===== config.mk =====
export PLATFORM = sky130hd
export DESIGN_NAME = sram_arbiter
export DESIGN_NICKNAME = d
export VERILOG_FILES = /design/src/rtl/sram_arb_pkg.sv /design/src/rtl/sram_arb_req_latch.sv /design/src/rtl/sram_arbiter.sv
export SDC_FILE = /design/constraint.sdc
export NUM_CORES = 1
export LEC_CHECK = 0
export CAP_MARGIN = 30
export CORE_ASPECT_RATIO = 1.25
export CORE_MARGIN = 2
export CORE_UTILIZATION = 48
export CTS_BUF_LIST = sky130_fd_sc_hd__clkbuf_2 sky130_fd_sc_hd__clkbuf_4 sky130_fd_sc_hd__clkbuf_8
export CTS_CLUSTER_DIAMETER = 40
export DETAILED_ROUTE_END_ITERATION = 12
export GPL_TIMING_DRIVEN = 0
export PLACE_DENSITY_LB_ADDON = 0.08
export SLEW_MARGIN = 10
export SYNTH_ARGS = -nofsm -noshare
export SYNTH_HDL_FRONTEND = slang
export SYNTH_HIERARCHICAL = 1
export SYNTH_SLANG_ARGS = --single-unit

===== constraint.sdc =====
create_clock -name iClk -period 2.43 [get_ports iClk]
set_clock_uncertainty 0.1 [all_clocks]
set_input_delay 0.243 -clock iClk [delete_from_list [all_inputs] [get_ports iClk]]
set_output_delay 0.243 -clock iClk [all_outputs]
set_load 0.005 [all_outputs]

===== src/rtl/sram_arb_pkg.sv =====
// Shared types and constants for the SRAM arbiter: FSM state encoding,
// requester ids and the legal range of the per-access cycle count.
package sram_arb_pkg;

    typedef enum logic [1:0] {
        ST_IDLE = 2'd0,
        ST_RD   = 2'd1,
        ST_WR   = 2'd2,
        ST_TURN = 2'd3
    } state_t;

    typedef enum logic {
        REQ_CPU = 1'b0,
        REQ_VID = 1'b1
    } req_id_t;

    localparam int ACCESS_CYCLES_MIN = 2;
    localparam int ACCESS_CYCLES_MAX = 7;
    localparam int CNT_W             = 3;
    localparam int DATA_W            = 8;

endpackage


===== src/rtl/sram_arb_req_latch.sv =====
// Single-entry pending slot for CPU bus strobes plus the sticky overflow flag.
// A simultaneous rd+wr strobe is stored as a write.
module sram_arb_req_latch
    import sram_arb_pkg::*;
#(
    parameter int ADDR_W = 20
) (
    input  logic              clk,
    input  logic              rst,
    input  logic              cpu_rd,
    input  logic              cpu_wr,
    input  logic [ADDR_W-1:0] cpu_addr,
    input  logic [DATA_W-1:0] cpu_data,
    input  logic              grant,
    output logic              pend,
    output logic              pend_wr,
    output logic [ADDR_W-1:0] pend_addr,
    output logic [DATA_W-1:0] pend_data,
    output logic              ovf
);

    logic strobe;
    logic accept;

    assign strobe = cpu_rd | cpu_wr;
    // The slot empties on the grant edge, so a strobe landing on that same edge still fits.
    assign accept = strobe & (~pend | grant);

    always_ff @(posedge clk or posedge rst) begin
        if (rst) begin
            pend <= 1'b0;
            ovf  <= 1'b0;
        end else begin
            if (accept) begin
                pend <= 1'b1;
            end else if (grant) begin
                pend <= 1'b0;
            end
            if (strobe && !accept) begin
                ovf <= 1'b1;
            end
        end
    end

    always_ff @(posedge clk) begin
        if (accept) begin
            pend_wr   <= cpu_wr;
            pend_addr <= cpu_addr;
            pend_data <= cpu_data;
        end
    end

endmodule


===== src/rtl/sram_arbiter.sv =====
// Round-robin arbiter sharing one async SRAM between the CPU bus and the video
// fetch port; owns OE/WE/direction timing. Define SRAM_ARB_TURN_EN for a turnaround cycle after writes.
module sram_arbiter
    import sram_arb_pkg::*;
#(
    parameter int ACCESS_CYCLES = 2,
    parameter int ADDR_W        = 20
) (
    input  logic              iClk,
    input  logic              iReset,
    input  logic              iCpuRd,
    input  logic              iCpuWr,
    input  logic [ADDR_W-1:0] iCpuAddr,
    input  logic [DATA_W-1:0] iCpuData,
    output logic [DATA_W-1:0] oCpuData,
    output logic              oCpuDone,
    output logic              oCpuOvf,
    input  logic              iVidReq,
    input  logic [ADDR_W-1:0] iVidAddr,
    output logic              oVidAck,
    output logic [DATA_W-1:0] oVidData,
    output logic [ADDR_W-1:0] oSramA,
    output logic [DATA_W-1:0] oSramD,
    input  logic [DATA_W-1:0] iSramD,
    output logic              oSramDir,
    output logic              oSramOe,
    output logic              oSramWe
);

    if (ACCESS_CYCLES < ACCESS_CYCLES_MIN || ACCESS_CYCLES > ACCESS_CYCLES_MAX) begin : g_bad_access_cycles
        $error("sram_arbiter: ACCESS_CYCLES out of range");
    end

    localparam logic [CNT_W-1:0] LAST_CNT = CNT_W'(ACCESS_CYCLES);
    localparam logic [CNT_W-1:0] CNT_ONE  = CNT_W'(1);

    state_t              state, state_nx;
    logic [CNT_W-1:0]    cnt, cnt_nx, cnt_inc;
    req_id_t             cur_id, cur_id_nx;
    req_id_t             last_grant, last_grant_nx;
    logic [ADDR_W-1:0]   sram_a_nx;
    logic [DATA_W-1:0]   sram_d_nx;
    logic                dir_nx, oe_nx, we_nx;
    logic [DATA_W-1:0]   cpu_data_nx, vid_data_nx;
    logic                cpu_done_nx, vid_ack_nx;

    logic                pend, pend_wr, cpu_grant;
    logic [ADDR_W-1:0]   pend_addr;
    logic [DATA_W-1:0]   pend_data;

    sram_arb_req_latch #(
        .ADDR_W (ADDR_W)
    ) u_req_latch (
        .clk       (iClk),
        .rst       (iReset),
        .cpu_rd    (iCpuRd),
        .cpu_wr    (iCpuWr),
        .cpu_addr  (iCpuAddr),
        .cpu_data  (iCpuData),
        .grant     (cpu_grant),
        .pend      (pend),
        .pend_wr   (pend_wr),
        .pend_addr (pend_addr),
        .pend_data (pend_data),
        .ovf       (oCpuOvf)
    );

    always_comb begin
        state_nx      = state;
        cnt_nx        = cnt;
        cur_id_nx     = cur_id;
        last_grant_nx = last_grant;
        sram_a_nx     = oSramA;
        sram_d_nx     = oSramD;
        dir_nx        = 1'b0;
        oe_nx         = 1'b1;
        we_nx         = 1'b1;
        cpu_data_nx   = oCpuData;
        vid_data_nx   = oVidData;
        cpu_done_nx   = 1'b0;
        vid_ack_nx    = 1'b0;
        cpu_grant     = 1'b0;
        cnt_inc       = cnt + CNT_ONE;

        case (state)
            ST_IDLE: begin
                // CPU wins unless video is also waiting and CPU had the last turn.
                if (pend && (!iVidReq || last_grant == REQ_VID)) begin
                    cpu_grant     = 1'b1;
                    cur_id_nx     = REQ_CPU;
                    last_grant_nx = REQ_CPU;
                    cnt_nx        = CNT_ONE;
                    sram_a_nx     = pend_addr;
                    if (pend_wr) begin
                        state_nx  = ST_WR;
                        sram_d_nx = pend_data;
                        dir_nx    = 1'b1;
                        we_nx     = 1'b0;
                    end else begin
                        state_nx  = ST_RD;
                        oe_nx     = 1'b0;
                    end
                end else if (iVidReq) begin
                    cur_id_nx     = REQ_VID;
                    last_grant_nx = REQ_VID;
                    cnt_nx        = CNT_ONE;
                    sram_a_nx     = iVidAddr;
                    state_nx      = ST_RD;
                    oe_nx         = 1'b0;
                end
            end
            ST_RD: begin
                if (cnt == LAST_CNT) begin
                    state_nx = ST_IDLE;
                    cnt_nx   = '0;
                    if (cur_id == REQ_CPU) begin
                        cpu_data_nx = iSramD;
                        cpu_done_nx = 1'b1;
                    end else begin
                        vid_data_nx = iSramD;
                        vid_ack_nx  = 1'b1;
                    end
                end else begin
                    cnt_nx = cnt_inc;
                    oe_nx  = 1'b0;
                end
            end
            ST_WR: begin
                if (cnt == LAST_CNT) begin
`ifdef SRAM_ARB_TURN_EN
                    state_nx    = ST_TURN;
`else
                    state_nx    = ST_IDLE;
`endif
                    cnt_nx      = '0;
                    cpu_done_nx = 1'b1;
                end else begin
                    cnt_nx = cnt_inc;
                    dir_nx = 1'b1;
                    // WE rises in the final cycle so address and data outlast it.
                    we_nx  = (cnt_inc == LAST_CNT);
                end
            end
`ifdef SRAM_ARB_TURN_EN
            ST_TURN: begin
                state_nx = ST_IDLE;
            end
`endif
            default: begin
                state_nx = ST_IDLE;
                cnt_nx   = '0;
            end
        endcase
    end

    always_ff @(posedge iClk or posedge iReset) begin
        if (iReset) begin
            state      <= ST_IDLE;
            cnt        <= '0;
            cur_id     <= REQ_CPU;
            last_grant <= REQ_VID;
            oSramA     <= '0;
            oSramD     <= '0;
            oSramDir   <= 1'b0;
            oSramOe    <= 1'b1;
            oSramWe    <= 1'b1;
            oCpuData   <= '0;
            oVidData   <= '0;
            oCpuDone   <= 1'b0;
            oVidAck    <= 1'b0;
        end else begin
            state      <= state_nx;
            cnt        <= cnt_nx;
            cur_id     <= cur_id_nx;
            last_grant <= last_grant_nx;
            oSramA     <= sram_a_nx;
            oSramD     <= sram_d_nx;
            oSramDir   <= dir_nx;
            oSramOe    <= oe_nx;
            oSramWe    <= we_nx;
            oCpuData   <= cpu_data_nx;
            oVidData   <= vid_data_nx;
            oCpuDone   <= cpu_done_nx;
            oVidAck    <= vid_ack_nx;
        end
    end

endmodule


* Yosys cells after proc, flatten, opt, wreduce, memory -nomap -nowiden
Index checks and enable logic that the tools add are counted.
W data, S select, Z words.
** Word-level totals
- Bits in registers :: 87
- Output and inout bits :: 50
- Word-level logic and storage cells :: 79
** Operators by class
- Reduce and logical (&&, ||, !) cells :: 14
- Eq/ne operators :: 6
- Muxes and demuxes :: 35
- Bitwise gates (word level) :: 5
- $add $sub $neg :: 1
** Operators by type and width (number)
- $mux W20 :: 2
- $mux W1 :: 20
- $mux W3 :: 3
- $reduce_and A3 Y1 :: 3
- $mux W2 :: 4
- $pmux W1 S2 :: 4
- $eq A3 B2 Y1 const B :: 2
- $pmux W3 S2 :: 1
- $pmux W2 S2 :: 1
- $reduce_and A2 Y1 :: 2
- $reduce_bool A2 Y1 :: 2
- $add A3 B1 Y3 const B :: 1
- $ne A3 B3 Y1 const B :: 1
- $eq A2 B1 Y1 const B :: 1
- $eq A2 B2 Y1 const B :: 1
- $logic_and A1 B1 Y1 :: 2
- $logic_not A1 Y1 :: 2
- $logic_not A2 Y1 :: 1
- $ne A2 B1 Y1 const B :: 1
- $not A1 Y1 :: 2
- $or A1 B1 Y1 :: 2
- $reduce_or A2 Y1 :: 1
- $and A1 B1 Y1 :: 1
- $logic_or A1 B1 Y1 :: 1

* Logic depth before layout (Yosys ltp)
Gate-level depths: netlist (run 1).
- Word-level depth :: 9
- Mapped depth :: 7
- Mapped depth without buffers :: 5

* By module
The synthesis (run 1) kept the hierarchy.
** By module, submodules not included
- sram_arbiter :: area each 2482.4 um2, times used 1, cells each 231
- sram_arb_req_latch :: area each 973.4 um2, times used 1, cells each 37

* Worst setup path after synthesis (run 1)
OpenSTA, ideal clock, no wires.
- Kind :: flip-flop to flip-flop
- Start point :: reg state[1]
- End point :: reg u_req_latch.pend_addr[0] (enable)
- Library setup time :: 0.376 ns
- Slack :: 0.387 ns
- Arrival :: 1.566 ns
- Stages on the path, launching flop included :: 6
- Data required time :: 1.954 ns
- Cells stage by stage :: dfrtp_1 -> inv_1 -> ha_1 -> and3_1 -> nand2b_2 -> nor2b_4
** On the way
- Cells in the longest elaborated chain, start to end :: 4
** Ends and longest elaborated chain
- start: declaration :: RTL line sram_arbiter.sv:37 : state_t state, state_nx;
- start signal: assignment :: RTL line sram_arbiter.sv:172 : state <= state_nx;
- $logic_not A2 Y1 :: RTL line sram_arbiter.sv:85 : case (state)
- $mux W1 :: RTL line sram_arbiter.sv:85
- named net cpu_grant :: RTL line sram_arbiter.sv:47 : logic pend, pend_wr, cpu_grant;
- $or A1 B1 Y1 :: RTL line sram_arb_req_latch.sv:27 : assign accept = strobe & (~pend | grant);
- $and A1 B1 Y1 :: RTL line sram_arb_req_latch.sv:27
- named net u_req_latch.accept :: RTL line sram_arb_req_latch.sv:23 : logic accept;
- end signal: assignment :: RTL line sram_arb_req_latch.sv:48 : pend_addr <= cpu_addr;
- end: declaration :: RTL line sram_arb_req_latch.sv:17 : output logic [ADDR_W-1:0] pend_addr,
The timed path passes the listed nets, and every way through them passes these cells.
A chain may end at the register's enable or synchronous reset.

* Worst setup path after layout (run 1)
- Start point :: reg state[1]
- End point :: reg u_req_latch.pend_addr[3] (enable)
Same word-level chain as after synthesis.

==> flow_metrics.py, run 1 <==
metrics = {
    "status": {
        "status": "complete, no violations",
    },
    "critical_path": {
        "crit_end": "u_req_latch/pend_addr[3]$_DFFE_PP_",
        "start_kind": "flip-flop",
        "cp.arrival_ps": 2020,
        "r2r_setup_slack_ps": 310,
        "r2r-start": "state[1]$_DFFE_PP0P_",
        "startpoint": "state[1]$_DFFE_PP0P_",
        "worstSetupPathType": "reg -> reg",
        "crit_required_ps": 2330,
        "critPathCaptureType": "flip-flop",
        "timing.rr.end": "u_req_latch/pend_addr[3]$_DFFE_PP_",
        "reg2reg_depth": 5,
        "cp_max_fo": 15,
    },
    "power": {
        "p_leak_nw": 1.96,
        "power_mw": 5.99,
        "power_density_nw_per_um2": 1210,
        "irDropWorstVdd_uv": 638,
    },
    "die": {
        "core_um2": 6980,
        "initial_core_util_pct": 49.5,
        "die_w_um": 79.9,
        "ioPinCount": 111,
        "dieArea_um2": 7900,
        "rows": 34,
        "die_y_um": 98.9,
    },
    "clock_network": {
        "cts_tree": "yes",
        "cts_setup_buffers": 0,
        "cts.reportedPaths.clkPinSlew_ps": 90,
        "cts.sinks": 87,
        "clock_latency_ps": 340,
        "cts_buffers": 9,
        "ctsRootBufferMaster": "clkbuf_8",
        "cts.htree.levels": 3,
        "cts_buffer_depth": 2,
    },
    "placement": {
        "place_congestion": 0.777,
        "portBuffers": 110,
        "place_ws_ps": -79.1,
        "numPlacedInstances": 469,
        "hpwlAfterDp_um": 5250,
    },
    "sta": {
        "hold_viol": 0,
        "worstMarginPinSlew_ps": 700,
        "rsz0062_at_grt": "false",
        "setup_slack_ps": 310,
        "drv_slew": 0,
        "report.final.setup_viol": 0,
        "fmax_ghz": 0.472,
        "tns_ps": 0,
        "max-slew-margin-rel_pct": 53.2,
        "period_share_pct": 87.2,
        "timing.final.crit_period_ps": 2120,
    },
    "logic_synthesis": {
        "ys_ff_latch": 87,
        "synth_edf_count": 29,
        "muxShareOfSynthArea_pct": 8.11,
        "synth_top_family_by_area": "simple AND/OR/NAND/NOR gates",
        "synth_xor_xnor_area_share_pct": 0.253,
        "yosysUniqueCellTypes": 34,
        "synth-async-reset-ratio_pct": 66.7,
        "synthesis.nets": 333,
        "synthCells": 268,
        "synth_compound_area_share_pct": 9.45,
        "syn_area_per_cell_um2": 12.9,
        "synth-adder-area-share_pct": 1.45,
        "ys_seq_area_share_pct": 67.3,
        "synthSimpleGateAreaFrac_pct": 10.8,
        "netlist_area_um2": 3460,
        "synth-main-ff-cell": "dfrtp_1",
        "yosysWarningCount": 6,
    },
    "finish": {
        "antennaDiodeCount": 0,
        "drive_above_1_share_pct": 12.6,
        "fin_cells": 487,
        "final_nets": 457,
        "areaGrowthSynthToFinish_pct": 43.2,
    },
    "global_route": {
        "grt_max_degree": 31,
        "grt_pass1_wl_um": 11400,
        "grt_overflow_total": 0,
        "antenna_found_initial": 0,
        "grtUsageTotal_pct": 18.9,
        "grt_pass1_vias": 2456,
    },
    "routing": {
        "drc": 0,
        "wl_met3_um": 383,
        "wire_per_inst_um": 15.0,
        "drt-total-wl_um": 7310,
        "vias": 2523,
        "top_layer": "met4",
        "viasPerCell": 5.18,
        "drt_iter0_markers": 121,
        "routed-wl-met2_um": 3910,
        "ant_nets": 0,
        "first_pass_iters": 6,
        "wl_met1_um": 2820,
    },
    "min_path": {
        "min_path_type": "in -> reg",
    },
    "run": {
        "maxCapViolCount": 0,
    },
}
==> synthesized netlist by cell type, types with 2 or more instances <==
cell,n,share of area (%)
a31oi_1,22,4.0
nand2_1,8,0.87
o22ai_1,2,0.36
dfstp_2,3,2.3
nand3_1,22,3.2
o21ai_0,21,3.0
nor2b_1,2,0.36
nor3b_1,2,0.43
edfxtp_1,29,25
mux2_2,24,7.8
ha_1,4,1.4
a21oi_1,4,0.58
o21a_1,2,0.43
nand3b_1,2,0.43
nor2_1,26,2.8
clkbuf_1,15,1.6
and2_1,2,0.36
inv_1,8,0.87
dfrtp_1,55,40
==> stage by stage <==
step	hold slack (ps)	area (um2)	utilization (%)
floorplan	-116	3460	-
global placement	333	4670	66.9
detailed placement	364	4690	67.2
CTS	329	4930	70.7
global route	333	4950	70.9
finish	339	4950	70.9
==> registers in the layout, indices dropped and copies added (netlist names), 2 cells and up <==
register               cells
oSramA                    20
u_req_latch/pend_addr     20
oVidData                   8
state                      2
oSramD                     8
cnt                        3
u_req_latch/pend_data      8
oCpuData                   8
==> what timing repair did <==
action,4_1_cts,5_1_grt
hold endpoints to repair,2,0
hold buffers,1,0
setup endpoints to repair,0,29
resized for setup,0,1
==> layout make-up <==
type / count / area, um2
buffer: 16 / 61.3
timing repair buffer: 112 / 1130
sequential: 87 / 2330
multi-input combinational: 158 / 1050
inverter: 8 / 30.0
fill: 507 / 2030
tap: 90 / 113
clock inverter: 7 / 111
clock buffer: 9 / 124
==> routing by layer <==
layer | vias up | GRT usage (%)
met5 | - | 0
met4 | 0 | 9.13
met3 | 18 | 3.85
met2 | 83 | 31.9
met1 | 1210 | 22.9
li1 | 1212 | -
==> layout by cell type, fill, tap and decap left out, types with 8 or more instances in the layout <==
master and count:
clkdlybuf4s50_1 110, dfrtp_1 55, edfxtp_1 29, nor2_1 26, mux2_2 24, nand3_1 22
a31oi_1 22, o21ai_0 21, clkbuf_1 15, clkbuf_8 9, nand2_1 8
==> cells by family (layout without fill, tap and decap cells) <==
family / count (synthesis) / count (layout)
multiplexers: 25 / 25
buffers and inverters: 24 / 152
flip-flops: 87 / 87
adder cells (fa/ha/maj): 4 / 4
AO/OA/AOI/OAI: 55 / 55
AND/OR/NAND/NOR: 72 / 73
XOR/XNOR: 1 / 1
==> critical path, stage by stage, from the launching register on <==
cell and delay, ps:
dfrtp_1 400, inv_1 100, ha_1 300, and3_1 240, nand2b_2 180, nor2b_4 440
==> worst min path at each step <==
stage | from | end | slack [ps] | depth (start not counted)
floorplan | iReset | u_req_latch/ovf$_DFFE_PP0P_ | -120 | 1
global placement | iReset | u_req_latch/ovf$_DFFE_PP0P_ | 330 | 2
detailed placement | iReset | u_req_latch/pend$_DFFE_PP0P_ | 360 | 2
CTS | iCpuAddr[19] | u_req_latch/pend_addr[19]$_DFFE_PP_ | 330 | 1
global route | iCpuData[3] | u_req_latch/pend_data[3]$_DFFE_PP_ | 330 | 1
finish | iCpuAddr[15] | u_req_latch/pend_addr[15]$_DFFE_PP_ | 340 | 1
==> power by group <==
part | internal [mW] | switching [mW] | total (mW)
clock network | 0.676 | 0.491 | 1.17
registers | 2.18 | 0.292 | 2.47
logic | 1.33 | 1.02 | 2.35
No activity file was read; power rests on OpenSTA's default activity.
==> inputs of run 2 (changes only) <==
Settings changed: REMOVE_ABC_BUFFERS from default to 1.
==> run 2 against run 1 <==
- combinational power fell by 2%
- wire length down 3.1%
- global-route usage is 0.14 points higher
- utilization fell by 0.47 points
- register-to-register slack worse by 160 ps
==> flow_metrics.py, run 2 (same netlist as run 1, synthesis figures left out) <==
metrics = {
    "status": {
        "status": "complete, no violations",
    },
    "power": {
        "p_leak_nw": 1.95,
        "internal_power_mw": 4.15,
        "pwr-share-clk_pct": 18.7,
        "p_sw_mw": 1.76,
        "power_density_nw_per_um2": 1200,
        "power_mw": 5.91,
        "irDropWorstVdd_uv": 525,
        "sw_frac_of_total_pct": 29.8,
        "combPwrFrac_pct": 39.0,
        "seqPwrFrac_pct": 42.2,
    },
    "die": {
        "rows": 34,
        "dieArea_um2": 7900,
        "initial_core_util_pct": 49.5,
        "core_um2": 6980,
        "die_w_um": 79.9,
        "die_y_um": 98.9,
        "ioPinCount": 111,
    },
    "placement": {
        "numPlacedInstances": 455,
        "hpwlAfterDp_um": 4950,
        "portBuffers": 110,
        "place_ws_ps": -669,
        "place_congestion": 0.752,
        "dpl_cell_area_um2": 4660,
    },
    "finish": {
        "antennaDiodeCount": 0,
        "final_cell_area_um2": 4920,
        "final_nets": 443,
        "fill_cells": 543,
        "drive_above_1_share_pct": 14.1,
        "fin_cells": 473,
        "top_regs": "oSramA x20, u_req_latch/pend_addr x20",
        "final_common_cell": "clkdlybuf4s50_1",
        "final_cell_mix": "clkdlybuf4s50_1 (110), dfrtp_1 (54), edfxtp_1 (29)",
        "areaGrowthSynthToFinish_pct": 42.3,
    },
    "routing": {
        "drt-total-wl_um": 7090,
        "drc": 0,
        "viasPerCell": 5.18,
        "drt_iter0_markers": 138,
        "vias": 2452,
        "ant_nets": 0,
        "first_pass_iters": 4,
        "wire_per_inst_um": 15.0,
    },
    "global_route": {
        "grt_pass1_vias": 2422,
        "antenna_found_initial": 0,
        "grtUsageTotal_pct": 19.0,
        "grt_max_degree": 39,
        "grt_overflow_total": 0,
        "grt_pass1_wl_um": 11400,
    },
    "sta": {
        "hold_viol": 0,
        "tns_ps": 0,
        "max-slew-margin-rel_pct": 47.9,
        "timing.final.crit_period_ps": 2280,
        "setup_slack_ps": 148,
        "report.final.setup_viol": 0,
        "period_share_pct": 93.9,
        "fmax_ghz": 0.438,
        "drv_slew": 0,
        "rsz0062_at_grt": "false",
        "worstMarginPinSlew_ps": 780,
    },
    "critical_path": {
        "critPathCaptureType": "flip-flop",
        "worstSetupPathType": "reg -> reg",
        "critPathSlowestCell": "dfstp_2",
        "cp.arrival_ps": 2170,
        "crit_required_ps": 2320,
        "path_common_cell": "nand2b_2",
        "crit_chain": "nand2b_2 -> and3_1 -> nand2b_2 -> nor2b_4",
        "slowest_delay_ps": 540,
        "cp_max_fo": 22,
        "start_kind": "flip-flop",
    },
    "clock_network": {
        "ctsRootBufferMaster": "clkbuf_8",
        "cts_tree": "yes",
        "cts_buffers": 9,
        "cts_buffer_depth": 2,
        "clock_latency_ps": 340,
        "cts_setup_buffers": 0,
        "cts.reportedPaths.clkPinSlew_ps": 80,
        "cts.sinks": 87,
        "cts.htree.levels": 3,
    },
    "run": {
        "maxCapViolCount": 0,
    },
    "min_path": {
        "min_path_type": "in -> reg",
    },
}
run 2: area by class of cell:
type                       count  area (um2)  area share (%)
timing repair buffer         114        1170            23.7
clock inverter                 5        80.1            1.63
multi-input combinational    158        1050            21.5
inverter                       8        30.0           0.611
sequential                    87        2330            47.3
tap                           90         113            2.29
clock buffer                  11         145            2.95
run 2: power by group through the flow:
| stage | Clock (mW) | Combinational, mW | Sequential (mW) |
|---|---|---|---|
| 6_report | 1.11 | 2.31 | 2.50 |
| 5_1_grt | 1.21 | 2.56 | 2.57 |
| 3_3_place_gp | 0 | 2.19 | 2.50 |
| 2_1_floorplan | 0 | 1.07 | 2.51 |
| 3_5_place_dp | 0 | 2.32 | 2.52 |
| 4_1_cts | 1.13 | 2.35 | 2.50 |
run 2: final timing paths:
| path | from | endpoint | slack, ps | cells after the start |
|---|---|---|---|---|
| max reg2reg | last_grant$_DFFE_PP1P_ | u_req_latch/pend_addr[0]$_DFFE_PP_ | 150 | 4 |
| max in group asynchronous | iReset | oSramOe$_DFF_PP1_ | 900 | 4 |
| min | iCpuAddr[4] | u_req_latch/pend_addr[4]$_DFFE_PP_ | 350 | 1 |
| min in group asynchronous | iReset | u_req_latch/ovf$_DFFE_PP0P_ | 580 | 3 |
| min reg2reg | u_req_latch/pend_data[5]$_DFFE_PP_ | oSramD[5]$_DFFE_PP0P_ | 380 | 1 |
| max | last_grant$_DFFE_PP1P_ | u_req_latch/pend_addr[0]$_DFFE_PP_ | 150 | 4 |
run 2: repair_timing:
| action | in CTS | in global routing |
|---|---|---|
| endpoints found under the hold margin | 2 | 0 |
| pin swaps | 0 | 0 |
| cloned | 1 | 0 |
| hold buffers | 1 | 0 |
| endpoints found under the setup margin | 37 | 37 |
| gates resized for setup | 2 | 1 |
run 2: critical path: cells and delay by family (launching register included):
kind	cells	cell delay [ps]
simple gates	4	1290
flops	1	540
run 2: metrics by stage:
step | hold slack [ps] | util [%]
finish | 353 | 70.5
global route | 335 | 70.5
CTS | 338 | 70.4
detailed placement | 368 | 66.8
global placement | 333 | 66.1
floorplan | -116 | -
run 2: metal layers:
metal | GRT usage, % | share of wire (%) | up-vias
li1 | - | - | 1188
met1 | 24.3 | 41 | 1159
met2 | 31.0 | 51 | 91
met3 | 4.12 | 6.0 | 14
met4 | 8.47 | 2.2 | 0
met5 | 0 | 0 | -
